`src/rtl/uart_pkg.sv`:
```
// Shared definitions for the UART transmit and receive paths.
package uart_pkg;

    typedef enum logic [2:0] {
        IDLE,
        ARM,
        START,
        DATA,
        PARITY,
        STOP
    } tx_state_t;

    localparam logic PAR_EVEN = 1'b0;
    localparam logic PAR_ODD  = 1'b1;

endpackage

```
`src/rtl/uart_parity_calc.sv`:
```
// Combinational parity generator, shared by the TX and RX paths.
module uart_parity_calc
    import uart_pkg::*;
#(
    parameter int DATA_WIDTH = 8
) (
    input  logic [DATA_WIDTH-1:0] data,
    input  logic                  par_typ,
    output logic                  par_bit
);

    // Even parity makes the total count of ones even, so the bit equals the XOR of the data.
    assign par_bit = (^data) ^ (par_typ == PAR_ODD);

endmodule

```
`src/rtl/uart_tx_framer.sv`:
```
// UART transmit framer: start bit, DATA_WIDTH data bits, optional parity, STOP_BITS stop bits.
// Bit timing comes from the external one-cycle TX_tick strobe.
module uart_tx_framer
    import uart_pkg::*;
#(
    parameter int DATA_WIDTH = 8,
    parameter int STOP_BITS  = 1,
    parameter bit MSB_FIRST  = 1'b0
) (
    input  logic                  CLK,
    input  logic                  RST,
    input  logic                  TX_tick,
    input  logic [DATA_WIDTH-1:0] TX_DATA,
    input  logic                  TX_valid,
    input  logic                  PAR_EN,
    input  logic                  PAR_TYP,
    output logic                  tx_ready,
    output logic                  ser_out,
    output logic                  busy,
    output logic                  ser_done
);

    localparam int                CNT_W     = $clog2(DATA_WIDTH + 1);
    localparam logic [CNT_W-1:0]  LAST_BIT  = CNT_W'(DATA_WIDTH - 1);
    localparam logic [CNT_W-1:0]  BIT_MAX   = CNT_W'(DATA_WIDTH);
    localparam logic              STOP_LAST = 1'(STOP_BITS - 1);

    tx_state_t             state, state_nxt;
    logic [DATA_WIDTH-1:0] shift_q, shift_nxt;
    logic [CNT_W-1:0]      bit_cnt, bit_cnt_nxt;
    logic                  stop_cnt, stop_cnt_nxt;
    logic                  par_en_q, par_bit_q, par_bit;
    logic                  ser_out_nxt, ser_done_nxt;
    logic                  accept;

    assign accept = TX_valid && tx_ready;
    assign busy   = ~tx_ready;

    uart_parity_calc #(
        .DATA_WIDTH(DATA_WIDTH)
    ) u_parity (
        .data    (TX_DATA),
        .par_typ (PAR_TYP),
        .par_bit (par_bit)
    );

    // NOTE: sequential state is updated with non-blocking assignments so every register
    // samples the pre-edge values, independent of process evaluation order.
    always_ff @(posedge CLK or posedge RST) begin
        if (RST) begin
            state <= IDLE;
        end else begin
            state <= state_nxt;
        end
    end

    // NOTE: every signal driven here gets a default first, so no path leaves it unassigned
    // and no latch is inferred.
    always_comb begin
        state_nxt = state;
        case (state)
            IDLE:    if (accept)  state_nxt = ARM;
            ARM:     if (TX_tick) state_nxt = START;
            START:   if (TX_tick) state_nxt = DATA;
            DATA:    if (TX_tick && bit_cnt == LAST_BIT) state_nxt = par_en_q ? PARITY : STOP;
            PARITY:  if (TX_tick) state_nxt = STOP;
            STOP:    if (TX_tick && stop_cnt == STOP_LAST) state_nxt = IDLE;
            default: state_nxt = IDLE;
        endcase
    end

    always_comb begin
        shift_nxt    = shift_q;
        bit_cnt_nxt  = bit_cnt;
        stop_cnt_nxt = stop_cnt;
        if (state == IDLE && accept) begin
            shift_nxt = TX_DATA;
        end
        if (state == START && TX_tick) begin
            bit_cnt_nxt = '0;
        end
        if (state == DATA && TX_tick) begin
            shift_nxt   = MSB_FIRST ? (shift_q << 1) : (shift_q >> 1);
            bit_cnt_nxt = (bit_cnt == BIT_MAX) ? bit_cnt : bit_cnt + CNT_W'(1);
        end
        if (state_nxt == STOP && state != STOP) begin
            stop_cnt_nxt = 1'b0;
        end else if (state == STOP && TX_tick) begin
            stop_cnt_nxt = (stop_cnt == STOP_LAST) ? 1'b0 : stop_cnt + 1'b1;
        end
    end

    // The line value is decoded from the upcoming state so the registered pin changes on the
    // same edge as the FSM.
    always_comb begin
        ser_out_nxt = 1'b1;
        case (state_nxt)
            START:   ser_out_nxt = 1'b0;
            DATA:    ser_out_nxt = MSB_FIRST ? shift_nxt[DATA_WIDTH-1] : shift_nxt[0];
            PARITY:  ser_out_nxt = par_bit_q;
            default: ser_out_nxt = 1'b1;
        endcase
        ser_done_nxt = (state == STOP) && (state_nxt == IDLE);
    end

    always_ff @(posedge CLK or posedge RST) begin
        if (RST) begin
            shift_q   <= '0;
            bit_cnt   <= '0;
            stop_cnt  <= 1'b0;
            par_en_q  <= 1'b0;
            par_bit_q <= 1'b0;
            ser_out   <= 1'b1;
            ser_done  <= 1'b0;
            tx_ready  <= 1'b1;
        end else begin
            shift_q  <= shift_nxt;
            bit_cnt  <= bit_cnt_nxt;
            stop_cnt <= stop_cnt_nxt;
            if (state == IDLE && accept) begin
                par_en_q  <= PAR_EN;
                par_bit_q <= par_bit;
            end
            ser_out  <= ser_out_nxt;
            ser_done <= ser_done_nxt;
            tx_ready <= (state_nxt == IDLE);
        end
    end

endmodule

```
`config.mk`:
```
export PLATFORM = sky130hd
export DESIGN_NAME = uart_tx_framer
export DESIGN_NICKNAME = d
export VERILOG_FILES = /design/src/rtl/uart_pkg.sv /design/src/rtl/uart_parity_calc.sv /design/src/rtl/uart_tx_framer.sv
export SDC_FILE = /design/constraint.sdc
export NUM_CORES = 1
export LEC_CHECK = 0
export ABC_AREA = 1
export CORE_ASPECT_RATIO = 1.25
export CORE_UTILIZATION = 55
export CTS_BUF_LIST = sky130_fd_sc_hd__clkbuf_8
export DETAILED_ROUTE_END_ITERATION = 7
export GPL_TIMING_DRIVEN = 1
export PLACE_DENSITY = 0.81
export SKIP_LAST_GASP = 1
export SYNTH_ARGS = -nofsm -noshare
export SYNTH_HDL_FRONTEND = slang
export SYNTH_SLANG_ARGS = --single-unit
```
`constraint.sdc`:
```
create_clock -name CLK -period 1.95 [get_ports CLK]
set_clock_uncertainty 0.2 [all_clocks]
set_input_delay 0.2925 -clock CLK [delete_from_list [all_inputs] [get_ports CLK]]
set_output_delay 0.2925 -clock CLK [all_outputs]
set_load 0.03 [all_outputs]
```
# [Word-level counts from Yosys, hierarchy flattened]
# Index checks and enable logic that the tools add are counted.
[totals] ff_bits=21 latchBits=0 ramBits=0 romBits=0 inputBits=14 out_inout_bits=4 n_memories=0
[classes] addsub=2 n_mul=0 div_mod_pow=0 order_cmp=0 eq_ne=13 shifts=0 mux=17 bitwise_logic=3 n_reduce_logical=16
[ops] op="3-bit two-way mux" n=6
[ops] op="3-bit one-hot mux with 6 select lines" n=1
[ops] op="8-bit two-way mux" n=2
[ops] op="3-bit by 2-bit == test with 1-bit output (second input constant)" n=4
[ops] op="3-bit == test (second input constant)" n=4
[ops] op="4-bit two-way mux" n=3
[ops] op="1-bit logical AND" n=9
[ops] op="8-bit parity" n=1
[ops] op="3-bit logical NOT" n=2
[ops] op="2-bit nonzero test" n=3
[ops] op="4-bit by 1-bit adder with 4-bit output (second input constant)" n=1
[ops] op="4-bit by 3-bit == test with 1-bit output (second input constant)" n=1
[ops] op="4-bit == test (second input constant)" n=1
[ops] op="1-bit two-way mux" n=4
[ops] op="3-bit by 1-bit == test with 1-bit output (second input constant)" n=1
[ops] op="3-bit inequality test (second input constant)" n=1
[ops] op="1-bit one-hot mux with 3 select lines" n=1
[ops] op="2-bit inequality test (second input constant)" n=1
[ops] op="1-bit inverter" n=2
[ops] op="2-bit AND reduction" n=1
[ops] op="1-bit adder (second input constant)" n=1
[ops] op="1-bit bitwise XOR" n=1

# [Depth between registers and ports, before layout]
[logic_depth] word_depth=7 mapped_depth=12

# [Hierarchy]
# From an unflattened synthesis, not the netlist that was laid out.
[unflattened] cells_unflattened=165 area_unflattened_um2=1232.4
[modules_own_cells] mod="uart_tx_framer" instances=1 cells_per_inst=127 area_per_inst_um2=1068.5 seq_area_each_um2=503.0
[modules_own_cells] mod="uart_parity_calc" instances=1 cells_per_inst=38 area_per_inst_um2=163.9 seq_area_each_um2=0.0

# [Least setup slack after synthesis]
# OpenSTA, ideal clock, no wires.
[synth_timing] path_kind="register to register" startpoint="reg tx_ready" endpoint="reg ser_out" setup_ns=0.058 t_arrival_ns=1.250 required_time_ns=1.692 path_slack_ns=0.442 path_stages_with_launch=11 path_buffers=0 path_cell_list="dfstp_2 nand2_1 inv_1 nand3_4 nand2_1 nand3_2 nand2_2 nand2_1 nand2_1 nand2_1 inv_1"
[synth_via] elab_chain_len=5
[synth_rtl] element="from (decl)" line="uart_tx_framer.sv:17" text="output logic tx_ready,"
[synth_rtl] element="from (signal assigned)" line="uart_tx_framer.sv:126" text="tx_ready <= (state_nxt == IDLE);"
[synth_rtl] element="1-bit logical AND" line="uart_tx_framer.sv:36" text="assign accept = TX_valid && tx_ready;"
[synth_rtl] element="1-bit logical AND" line="uart_tx_framer.sv:76" text="if (state == IDLE && accept) begin"
[synth_rtl] element="8-bit two-way mux" line="uart_tx_framer.sv:76"
[synth_rtl] element="8-bit two-way mux" line="uart_tx_framer.sv:82" text="if (state == DATA && TX_tick) begin"
[synth_rtl] element="via shift_nxt[0]" line="uart_tx_framer.sv:29" text="logic [DATA_WIDTH-1:0] shift_q, shift_nxt;"
[synth_rtl] element="1-bit one-hot mux with 3 select lines" line="uart_tx_framer.sv:97" text="case (state_nxt)"
[synth_rtl] element="via ser_out_nxt" line="uart_tx_framer.sv:33" text="logic ser_out_nxt, ser_done_nxt;"
[synth_rtl] element="to (signal assigned)" line="uart_tx_framer.sv:124" text="ser_out <= ser_out_nxt;"
[synth_rtl] element="to (decl)" line="uart_tx_framer.sv:18" text="output logic ser_out,"
# The timed path passes the listed nets, and every way through them passes these cells. The select of a mux whose other input is x is not followed.
# A chain may end at the register's enable or synchronous reset.

# [Worst setup path after layout]
[layout_timing] startpoint="reg ser_out" endpoint="out ser_out"
# No word-level cell between the ends.

==> out/summary.log <==
[finish] commonest cells after routing, fill and taps aside sky130_fd_sc_hd__nand2_1 (45), sky130_fd_sc_hd__inv_1 (25), sky130_fd_sc_hd__nand3_1 (18), sky130_fd_sc_hd__dfrtp_1 (18), sky130_fd_sc_hd__clkdlybuf4s50_1 (15)
[clock_network] Sink Count 20
[finish] area delta synth->final 23.7%
[worst_setup_path] largest fanout on the critical path 1
[sta] shortest clock period the worst path allows after layout 1.93 ns
[placement] placed wire-length estimate after detailed placement 1860 µm
[clock_network] Num CTS Buffers 3
[power_and_ir_drop] switching pwr 714 µW
[synth] gate count of the mapped netlist 152
[die] Horiz. Die Dim 43.0 µm
[global_route] grt total ovfl 0
[worst_setup_path] CP Data Required Time 1.46 ns
[synth] sequential element share of the synthesized area 0.436
[global_route] antenna violations before repair 0
[finish] most common library cell in the layout ignoring fill and taps sky130_fd_sc_hd__nand2_1
[clock_network] Clk Tree Root Cell sky130_fd_sc_hd__clkbuf_8
[die] row count 18
[synth] Post-Synth Adder-Cell Area 0.0217
[synth] Post-Synth Simple-Gate Area 0.347
[synth] post-synthesis cell area 0.00115 mm²
[power_and_ir_drop] Static Leak 0.000734 µW
[synth] synthesized net count 168
[die] starting density of the core 0.583
[clock_network] number of H-tree levels 1
[finish] fraction of the core area covered by cells at the end of the flow 0.721
[sta] final count of hold timing violations 0
[worst_setup_path] crit-path cells clkdlybuf4s50_1
[clock_network] latest clock arrival within the worst-skew pair 0.25 ns
[power_and_ir_drop] sequential fraction of design power 0.390
[synth] area fraction in compound gates after synthesis 0.0672
[route] average wire per standard cell 11.9 µm
[die] number of ports placed on the die boundary 18
[power_and_ir_drop] Gate power share 0.434
[die] area of the placeable core 0.00198 mm²
[sta] Final Setup Violations 0
[global_route] Tot GR Track Use 0.245
[sta] final cycle utilization of the critical path 0.988
[sta] transition time at the pin with the least slew margin 0.316 ns
[placement] count of port buffers added during placement 17
[route] DRC viols 0
[clock_network] clock transition time at the flip-flop clock pins of the worst setup and hold paths 0.07 ns
[synth] share of the synthesized netlist area taken by xor and xnor gates 0.0379
[worst_setup_path] highest cell delay on the worst timing path 0.66 ns
[worst_hold_path] min-delay worst type in2async
[sta] Max Transition Viols Final 0
[synth] number of warnings printed during yosys synthesis 0
[worst_setup_path] Buffers & Inverters on Critical Path 1
[power_and_ir_drop] power density of the placed cells 1240 mW/mm²
[placement] RePlAce Congestion 0.894
[sta] remaining max-slew budget at the tightest pin 0.789
[finish] net count of the finished layout 193
[job] number of max-cap violations 0
[global_route] largest net degree at the start of global routing 21
[power_and_ir_drop] Max rail drop VDD 0.000907 V
[placement] post-place setup slack -0.0495 ns
[worst_setup_path] type of element capturing the critical path output port
[route] remaining number of nets flagged by the antenna check after routing 0
[synth] area share of the largest cell type after synthesis 0.390
[synth] Seq cells post-synth 20
[global_route] number of global-route vias before repair 1001
[clock_network] clock tree from TritonCTS done
[synth] mux share of post-synthesis cell area 0
[die] area enclosed by the die boundary 0.00229 mm²
[power_and_ir_drop] clock share of power 0.176
[synth] cell accounting for the most synthesized area sky130_fd_sc_hd__dfrtp_1
[synth] Synth Area per Inst 7.60 µm²
[power_and_ir_drop] overall power after layout 1770 µW
[global_route] wire length of the first global-routing pass 4170 µm
[worst_setup_path] arrival time of data at the critical path endpoint 1.43 ns
[worst_setup_path] crit path launch type flop
[worst_setup_path] Worst path top cell family by delay buffers and inverters
[power_and_ir_drop] internal power 1050 µW
[worst_setup_path] critical path's slowest cell sky130_fd_sc_hd__clkdlybuf4s50_1
[synth] number of distinct library cells after synthesis 23
[finish] layout cell share with drive strength beyond 1 0.114
[clock_network] deepest clock path buffer count 2
[route] number of search-and-repair iterations in the first detailed-routing pass 4
[sta] Worst Setup Slack, final 0.0235 ns
[synth] ranking of synthesized cells by area sky130_fd_sc_hd__dfrtp_1 (39%), sky130_fd_sc_hd__nand2_1 (15%), sky130_fd_sc_hd__inv_1 (8.1%)
[sta] Max Fclk 519 MHz
[finish] Diodes inserted 0
[die] die span in y 53.2 µm
[worst_setup_path] type of the setup path with the least slack reg2out
[power_and_ir_drop] Switching Share 0.404
[route] final wirelength 2340 µm
[sta] setup repair after global routing missed its margin false
[route] total number of vias 1025
[route] number of violations reported at the end of detailed-routing iteration 0 13
[run_status] outcome completed
[synth] main combinational cell family by area after synthesis simple AND/OR/NAND/NOR gates
[route] number of vias per cell after detailed routing 5.23
## cell type report
class / instances / area [µm²]
fill: 186 / 553
multi-input combinational: 104 / 547
sequential: 20 / 503
timing repair buffer: 20 / 194
inverter: 28 / 105
clock buffer: 4 / 55.1
tap: 20 / 25.0
## cell usage after synthesis
master / instances
sky130_fd_sc_hd__o221ai_1: 2
sky130_fd_sc_hd__xnor2_1: 2
sky130_fd_sc_hd__o21ai_0: 5
sky130_fd_sc_hd__nand3_1: 18
sky130_fd_sc_hd__nor2_4: 1
sky130_fd_sc_hd__nand4_1: 2
sky130_fd_sc_hd__inv_1: 25
sky130_fd_sc_hd__nand3b_1: 1
sky130_fd_sc_hd__inv_2: 2
sky130_fd_sc_hd__dfrtp_1: 18
sky130_fd_sc_hd__nand3_4: 1
sky130_fd_sc_hd__xor2_1: 3
sky130_fd_sc_hd__a21oi_1: 1
sky130_fd_sc_hd__nand3_2: 2
sky130_fd_sc_hd__nor2_1: 10
sky130_fd_sc_hd__dfstp_2: 2
sky130_fd_sc_hd__clkinv_1: 1
sky130_fd_sc_hd__nand2_2: 2
sky130_fd_sc_hd__nor2_2: 2
sky130_fd_sc_hd__nand2_1: 45
sky130_fd_sc_hd__o211ai_1: 4
sky130_fd_sc_hd__nor3_2: 1
sky130_fd_sc_hd__ha_1: 2
## registers in the layout (all words and copies together) (netlist names)
name,flops
bit_cnt,4
par_bit_q,1
par_en_q,1
ser_done,1
ser_out,1
shift_q,8
state,3
tx_ready,1
## through the flow
stage                     instances  area (µm²)  hold WS (ns)  TNS (ns)
after CTS                       196        1430         0.167         0
after floorplan                 152        1150        0.0548         0
final                           196        1430         0.156         0
after detailed placement        192        1370         0.290   -0.0654
after global placement          192        1370         0.282         0
after global routing            196        1430         0.177         0
## kinds of logic (layout without fill, tap and decap cells)
group / Yosys count / after routing
simple gates: 85 / 85
buf+inv: 28 / 52
flops: 20 / 20
compound gates: 12 / 12
xor+xnor: 5 / 5
fa+ha+maj: 2 / 2
## power by group through the flow
stage	registers [µW]	logic [µW]	clock network, µW
after floorplan	714	508	0
final	690	766	310
after detailed placement	698	765	0
after CTS	692	762	312
after global placement	690	726	0
after global routing	711	870	328
## final timing paths
check	start	endpoint	slack [ns]	depth (start not counted)
max	ser_out	ser_out	0.02	1
min	RST	bit_cnt[0]	0.16	3
max reg2reg	bit_cnt[0]	ser_out	0.29	12
min reg2reg	shift_q[3]	shift_q[2]	0.31	2
max in group asynchronous	RST	ser_out	1.13	3
min in group CLK	shift_q[3]	shift_q[2]	0.31	2
## what timing repair did
item / CTS / global route
gates cloned: 0 / 0
setup buffers: 0 / 0
hold buffers: 0 / 0
pin swaps: 0 / 0
hold endpoints to repair: 0 / 0
setup endpoints to repair: 1 / 1
gates resized for setup: 1 / 1
## per-layer routing
| layer | part of all wire | wire length [µm] | vias to the layer above | global-route usage |
|---|---|---|---|---|
| met3 | 0.024 | 57 | 0 | 0.0307 |
| met5 | 0 | 0 | - | 0 |
| li1 | - | - | 530 | - |
| met2 | 0.52 | 1220 | 21 | 0.444 |
| met4 | 0 | 0 | 0 | 0.0606 |
| met1 | 0.45 | 1060 | 474 | 0.308 |
Note: power is estimated with default switching activity, not from simulation.
